--- src/rtl/stack_rpn_master_pkg.sv ---
// Shared types and constants for the RPN command master and its stack.
package stack_pkg;

    localparam int DATA_W = 4;
    localparam int IDX_W  = 3;
    localparam int DEPTH  = 5;

    localparam logic [1:0] CMD_NOP  = 2'd0;
    localparam logic [1:0] CMD_PUSH = 2'd1;
    localparam logic [1:0] CMD_POP  = 2'd2;
    localparam logic [1:0] CMD_GET  = 2'd3;

    localparam logic [1:0] OP_ADD  = 2'd0;
    localparam logic [1:0] OP_SUB  = 2'd1;
    localparam logic [1:0] OP_PEEK = 2'd2;
    localparam logic [1:0] OP_DUP  = 2'd3;

    typedef enum logic [3:0] {
        ST_IDLE,
        ST_PUSH_IN,
        ST_POP_B,
        ST_POP_A,
        ST_CAP_A,
        ST_PUSH_R,
        ST_GET0,
        ST_CAP_G,
        ST_REPORT,
        ST_ERROR
    } rpn_state_t;

endpackage

--- src/rtl/stack_rpn_master_if.sv ---
// Token input, result output and stack command bus of the RPN master.
interface stack_rpn_master_if;
    import stack_pkg::*;

    logic              in_valid;
    logic              in_ready;
    logic              in_kind;
    logic [DATA_W-1:0] in_data;
    logic              res_valid;
    logic [DATA_W-1:0] res_data;
    logic              err;
    logic [IDX_W-1:0]  depth_o;
    logic [1:0]        s_command;
    logic [IDX_W-1:0]  s_index;
    logic [DATA_W-1:0] s_i_data;
    logic [DATA_W-1:0] s_o_data;

    modport master (
        input  in_valid, in_kind, in_data, s_o_data,
        output in_ready, res_valid, res_data, err, depth_o,
               s_command, s_index, s_i_data
    );

    modport slave (
        output in_valid, in_kind, in_data, s_o_data,
        input  in_ready, res_valid, res_data, err, depth_o,
               s_command, s_index, s_i_data
    );

endinterface

--- src/rtl/stack_rpn_master.sv ---
// RPN token master: turns operands/operators into stack PUSH/POP/GET sequences.
module stack_rpn_master
    import stack_pkg::*;
(
    input  logic               clk,
    input  logic               rst,
    stack_rpn_master_if.master bus
);

    rpn_state_t        state, next_state;
    logic [1:0]        cmd_q, cmd_d;
    logic [IDX_W-1:0]  idx_q, idx_d;
    logic [DATA_W-1:0] idata_q, idata_d;
    logic              rv_q, rv_d;
    logic [DATA_W-1:0] rd_q, rd_d;
    logic              err_q, err_d;
    logic [IDX_W-1:0]  depth_q, depth_d;
    logic              ready_q, ready_d;
    logic [DATA_W-1:0] hold_q;
    logic              sub_q, dup_q;
    logic              accept, tok_err;
    logic [1:0]        op;
    logic [DATA_W-1:0] result;

    assign op     = bus.in_data[1:0];
    assign accept = bus.in_valid && (state == ST_IDLE);
    // During CAP_A the stack output holds a (the deeper element); b was captured earlier.
    assign result = sub_q ? (bus.s_o_data - hold_q) : (bus.s_o_data + hold_q);

    // Decide whether the offered token is legal for the current occupancy.
    always_comb begin
        tok_err = 1'b0;
        if (!bus.in_kind) begin
            tok_err = (depth_q == IDX_W'(DEPTH));
        end else begin
            case (op)
                OP_ADD, OP_SUB: tok_err = (depth_q < IDX_W'(2));
                OP_PEEK:        tok_err = (depth_q == '0);
                default:        tok_err = (depth_q == '0) || (depth_q == IDX_W'(DEPTH));
            endcase
        end
    end

    // State register.
    always_ff @(posedge clk or posedge rst) begin
        if (rst) state <= ST_IDLE;
        else     state <= next_state;
    end

    // Sequence each token through its fixed command schedule.
    always_comb begin
        next_state = state;
        case (state)
            ST_IDLE: begin
                if (accept) begin
                    if (tok_err)               next_state = ST_ERROR;
                    else if (!bus.in_kind)     next_state = ST_PUSH_IN;
                    else if (op == OP_ADD || op == OP_SUB) next_state = ST_POP_B;
                    else                       next_state = ST_GET0;
                end
            end
            ST_PUSH_IN: next_state = ST_IDLE;
            ST_POP_B:   next_state = ST_POP_A;
            ST_POP_A:   next_state = ST_CAP_A;
            ST_CAP_A:   next_state = ST_PUSH_R;
            ST_PUSH_R:  next_state = ST_IDLE;
            ST_GET0:    next_state = ST_CAP_G;
            ST_CAP_G:   next_state = ST_REPORT;
            ST_REPORT:  next_state = ST_IDLE;
            ST_ERROR:   next_state = ST_IDLE;
            default:    next_state = ST_IDLE;
        endcase
    end

    // Next values of the registered outputs, chosen by the state being entered.
    always_comb begin
        cmd_d   = CMD_NOP;
        idx_d   = '0;
        idata_d = idata_q;
        rv_d    = 1'b0;
        rd_d    = rd_q;
        err_d   = 1'b0;
        depth_d = depth_q;
        ready_d = (next_state == ST_IDLE);
        case (next_state)
            ST_PUSH_IN: begin
                cmd_d   = CMD_PUSH;
                idata_d = bus.in_data;
                depth_d = depth_q + IDX_W'(1);
            end
            ST_POP_B, ST_POP_A: begin
                cmd_d   = CMD_POP;
                depth_d = depth_q - IDX_W'(1);
            end
            ST_PUSH_R: begin
                cmd_d   = CMD_PUSH;
                idata_d = result;
                rv_d    = 1'b1;
                rd_d    = result;
                depth_d = depth_q + IDX_W'(1);
            end
            ST_GET0: begin
                cmd_d = CMD_GET;
                idx_d = '0;
            end
            ST_REPORT: begin
                rv_d = 1'b1;
                rd_d = bus.s_o_data;
                if (dup_q) begin
                    cmd_d   = CMD_PUSH;
                    idata_d = bus.s_o_data;
                    depth_d = depth_q + IDX_W'(1);
                end
            end
            ST_ERROR: err_d = 1'b1;
            default: ;
        endcase
    end

    // Output registers; ready resets high so it rises as soon as reset drops.
    always_ff @(posedge clk or posedge rst) begin
        if (rst) begin
            cmd_q   <= CMD_NOP;
            idx_q   <= '0;
            idata_q <= '0;
            rv_q    <= 1'b0;
            rd_q    <= '0;
            err_q   <= 1'b0;
            depth_q <= '0;
            ready_q <= 1'b1;
        end else begin
            cmd_q   <= cmd_d;
            idx_q   <= idx_d;
            idata_q <= idata_d;
            rv_q    <= rv_d;
            rd_q    <= rd_d;
            err_q   <= err_d;
            depth_q <= depth_d;
            ready_q <= ready_d;
        end
    end

    // Operator flavour latched at acceptance, operand b latched as the first pop lands.
    always_ff @(posedge clk or posedge rst) begin
        if (rst) begin
            hold_q <= '0;
            sub_q  <= 1'b0;
            dup_q  <= 1'b0;
        end else begin
            if (accept) begin
                sub_q <= (op == OP_SUB);
                dup_q <= (op == OP_DUP);
            end
            if (state == ST_POP_A) hold_q <= bus.s_o_data;
        end
    end

    assign bus.in_ready  = ready_q & ~rst;
    assign bus.res_valid = rv_q;
    assign bus.res_data  = rd_q;
    assign bus.err       = err_q;
    assign bus.depth_o   = depth_q;
    assign bus.s_command = cmd_q;
    assign bus.s_index   = idx_q;
    assign bus.s_i_data  = idata_q;

endmodule

--- src/flat_wrapper.sv ---
// flat-port wrapper written by rule: the top's interface ports become plain ports
module stack_rpn_master_flat import stack_pkg::*;
  (clk, rst, bus_in_valid, bus_in_kind, bus_in_data, bus_s_o_data, bus_in_ready, bus_res_valid, bus_res_data, bus_err, bus_depth_o, bus_s_command, bus_s_index, bus_s_i_data);
  stack_rpn_master_if bus_i ();
  input  logic clk;
  input  logic rst;
  input wire logic [$bits(bus_i.in_valid)-1:0] bus_in_valid;
  input wire logic [$bits(bus_i.in_kind)-1:0] bus_in_kind;
  input wire logic [$bits(bus_i.in_data)-1:0] bus_in_data;
  input wire logic [$bits(bus_i.s_o_data)-1:0] bus_s_o_data;
  output wire logic [$bits(bus_i.in_ready)-1:0] bus_in_ready;
  output wire logic [$bits(bus_i.res_valid)-1:0] bus_res_valid;
  output wire logic [$bits(bus_i.res_data)-1:0] bus_res_data;
  output wire logic [$bits(bus_i.err)-1:0] bus_err;
  output wire logic [$bits(bus_i.depth_o)-1:0] bus_depth_o;
  output wire logic [$bits(bus_i.s_command)-1:0] bus_s_command;
  output wire logic [$bits(bus_i.s_index)-1:0] bus_s_index;
  output wire logic [$bits(bus_i.s_i_data)-1:0] bus_s_i_data;
  assign bus_i.in_valid = bus_in_valid;
  assign bus_i.in_kind = bus_in_kind;
  assign bus_i.in_data = bus_in_data;
  assign bus_i.s_o_data = bus_s_o_data;
  assign bus_in_ready = bus_i.in_ready;
  assign bus_res_valid = bus_i.res_valid;
  assign bus_res_data = bus_i.res_data;
  assign bus_err = bus_i.err;
  assign bus_depth_o = bus_i.depth_o;
  assign bus_s_command = bus_i.s_command;
  assign bus_s_index = bus_i.s_index;
  assign bus_s_i_data = bus_i.s_i_data;
  stack_rpn_master u_core (.clk(clk), .rst(rst), .bus(bus_i));
endmodule
--- config.mk ---
export PLATFORM = sky130hd
export DESIGN_NAME = stack_rpn_master_flat
export DESIGN_NICKNAME = d
export VERILOG_FILES = /design/src/rtl/stack_rpn_master_pkg.sv /design/src/rtl/stack_rpn_master_if.sv /design/src/rtl/stack_rpn_master.sv /design/src/flat_wrapper.sv
export SDC_FILE = /design/constraint.sdc
export NUM_CORES = 1
export LEC_CHECK = 0
export BUFFER_PORTS_ARGS = -buffer_cell sky130_fd_sc_hd__buf_2
export CAP_MARGIN = 20
export CORE_MARGIN = 5
export CORE_UTILIZATION = 59
export DETAILED_ROUTE_END_ITERATION = 16
export PLACE_DENSITY = 0.95
export SYNTH_ARGS = -nofsm -noshare
export SYNTH_HDL_FRONTEND = slang
export SYNTH_SLANG_ARGS = --single-unit
--- constraint.sdc ---
create_clock -name clk -period 5.85 [get_ports clk]
set_clock_uncertainty 0.05 [all_clocks]
set_input_delay 0 -clock clk [delete_from_list [all_inputs] [get_ports clk]]
set_output_delay 0 -clock clk [all_outputs]
set_load 0.02 [all_outputs]
==> results.ini <==
[clock_tree]
cts_tree = done
cts_sinks = 26
clk_pin_slew_ns = 0.14
h-tree-depth = 1
clock_tree.buffer_depth = 2
post_cts_buffers = 0
clockRootBuffer = clkbuf_4
clock_latency_ns = 0.32
numCtsBuffers = 3

[cells_and_area]
final_cell_mix = buf_2, dfrtp_1, nand2_1, inv_1
final_common_cell = buf_2
finalInstanceArea_sq_mm = 0.001913
antenna_cells = 0
final_nets = 219
syn2layout_area_growth_pct = 16.36
n_fill_cell = 208
final_layout_size_suffix_gt1_share_pct = 28.00
fin_util_pct = 70.59

[critical_path]
path_common_cell = ha_1
critPathTopFamily = compound AO/OA/AOI/OAI gates
crit_buf_inv = 1
critPathKind = reg -> reg
path_max_fanout = 3
worstPathCellList = inv_1 > ha_1 > mux2i_1 > ha_1 > nor2b_1 > o21a_1 > o211a_1 > o211ai_2 > a31oi_1
slowest_delay_ns = 0.41
cp_data_required_time_ns = 5.98
cp_slowest_cell = dfrtp_1
start_kind = flip-flop
critPathArrivalTime_ns = 2.41
critPathCaptureType = flip-flop

[power_and_ir_drop]
powerDensity_mw_per_mm2 = 569.6
leakagePower_uw = 0.0008812
power_uw = 1090
ir_drop_mv = 0.3482

[place]
gp_congestion = 0.9508
port_buffers = 27
dpl-instance-area_sq_mm = 0.001749
hpwl_mm = 2.763

[die]
fp.dieArea_sq_mm = 0.003942
num_rows = 19
io_pins = 31
fp.dieH_microns = 62.79
start_util_pct = 60.66
core_area_sq_mm = 0.002710
die_x_microns = 62.79

[route]
drtIter0Drc = 52
drc = 0
num_vias = 1384
via_per_inst = 5.991
wl_per_cell_microns = 15.94
firstDrtPassIters = 4
wl_mm = 3.683
postRouteAntennaNets = 0

[status]
status = complete, no violations

[synth]
async_reset_ff_share_pct = 100.0
syn_inst = 165
syn_area_sq_mm = 0.001644
seq_area_frac_synth_pct = 39.65
synthFlopType = dfrtp_1
syn_avg_cell_area_sq_um = 9.964
synth-edff-count = 0
synthDistinctLibCells = 56
synth_warnings = 0
ys_ff_latch = 26

[min_path]
hp-class = in -> reg

[timing]
holdWs_ns = 0.09283
hold_viol = 0
setup_viol = 0
tns_ns = 0
fmax_mhz = 439.2
finalCriticalPeriod_ns = 2.277
period_share_pct = 38.92
grt_setup_unrepaired = no
slew_violations = 0
max-slew-margin-rel_pct = 51.64
tightest_slew_ns = 0.7199

[grt]
grt-ovfl-total = 0
grt_max_degree = 27
grt_pass1_wl_mm = 6.506
grt_pass1_vias = 1361
grt_antenna_before_repair = 0
grt_usage_pct = 20.35

[run]
cap_violations = 0

[report_power, final]
group	total, uW	switching [uW]	internal (uW)
combinational	644	377	268
clock	90.8	52.8	38.0
sequential	354	89.0	266
[final timing paths]
kind | start | endpoint | slack (ns) | depth (start not counted)
max | u_core.hold_q[0]$_DFFE_PP0P_ | u_core.bus.s_i_data[3]$_DFFE_PP0P_ | 3.57 | 9
min | bus_in_data[3] | u_core.bus.s_i_data[3]$_DFFE_PP0P_ | 0.09 | 5
max reg2reg | u_core.hold_q[0]$_DFFE_PP0P_ | u_core.bus.s_i_data[3]$_DFFE_PP0P_ | 3.57 | 9
min reg2reg | u_core.bus.res_data[0]$_DFFE_PP0N_ | u_core.bus.res_data[0]$_DFFE_PP0N_ | 0.50 | 2
max in group asynchronous | rst | u_core.state[2]$_DFF_PP0_ | 5.17 | 4
min in group asynchronous | rst | u_core.bus.s_command[0]$_DFF_PP0_ | 0.16 | 3
[final cells by class]
class | count | area, sq um | area share (%)
Multi-Input combinational cell | 120 | 878.3 | 45.91
Sequential cell | 26 | 651.9 | 34.07
Timing Repair Buffer | 38 | 262.8 | 13.73
Inverter | 12 | 45.04 | 2.354
Tap cell | 31 | 38.79 | 2.027
Clock buffer | 4 | 36.28 | 1.897
[per-stage QoR]
step                      worst slack (ns)  std cells
after floorplan                      3.680        167
after global placement               3.644        216
after detailed placement             3.572        216
after CTS                            3.553        230
after global routing                 3.373        231
final                                3.573        231
[per-layer routing]
layer	wire length [microns]	GRT usage, %	part of all wire, %
met1	1613	27.44	44
met2	1783	32.25	48
met3	205	3.957	5.6
met4	80	7.692	2.2
met5	0	0	0
[worst register-to-register path, stage by stage (launching register included)]
cell      delay (ns)
dfrtp_1         0.41
inv_1           0.07
ha_1            0.29
mux2i_1         0.23
ha_1            0.28
nor2b_1         0.13
o21a_1          0.19
o211a_1         0.22
o211ai_2        0.16
a31oi_1         0.11
[flip-flops by register name, summed over array words and instances (netlist names)]
| register | count |
|---|---|
| u_core.state | 4 |
| u_core.bus.s_i_data | 4 |
| u_core.sub_q | 1 |
| u_core.bus.s_command | 2 |
| u_core.bus.err | 1 |
| u_core.bus.depth_o | 3 |
| u_core.dup_q | 1 |
| u_core.bus.res_data | 4 |
| u_core.ready_q | 1 |
| u_core.bus.res_valid | 1 |
| u_core.hold_q | 4 |
[synth_stat cells, types with 2 or more instances]
master    count  area share (%)
a41oi_1       2             1.1
xor2_1        2             1.1
fa_1          2             2.4
a21oi_2       2             1.1
nor3_1        2            0.61
a211oi_1      2            0.91
nor2b_1       3             1.1
o21ai_0      10             3.0
a21oi_1       5             1.5
nor2_2        3             1.1
ha_1          4             3.0
a31oi_1       3             1.1
o211a_1       2             1.2
o211ai_2      2             1.5
nand2_1      14             3.2
nand3_1       5             1.5
inv_1        12             2.7
buf_6         3             2.1
mux2_2        2             1.4
buf_4         5             2.3
nand4_1       2            0.76
dfrtp_1      25              38
o21ai_1       2            0.61
nor2_1       10             2.3
o211ai_1      2            0.91
xnor2_1       3             1.6
mux2i_1       2             1.2
nand3b_1      3             1.4
nand2b_1      4             1.5
[what timing repair did]
action	CTS	global route
hold endpoints to repair	39	0
resized for setup	0	0
hold buffers	10	0
[logic make-up (layout without fill, tap and decap cells)]
family / count (synthesis) / in the layout / synth area share, %
AND/OR/NAND/NOR: 55 / 55 / 18.57
XOR/XNOR: 5 / 5 / 2.664
multiplexers: 4 / 4 / 2.587
buffers and inverters: 21 / 54 / 7.382
adder cells (fa/ha/maj): 6 / 6 / 5.480
AO/OA/AOI/OAI: 47 / 47 / 23.44
flip-flops: 26 / 26 / 39.65
other: 1 / 3 / 0.2281
No activity file was read; power rests on OpenSTA's default activity.
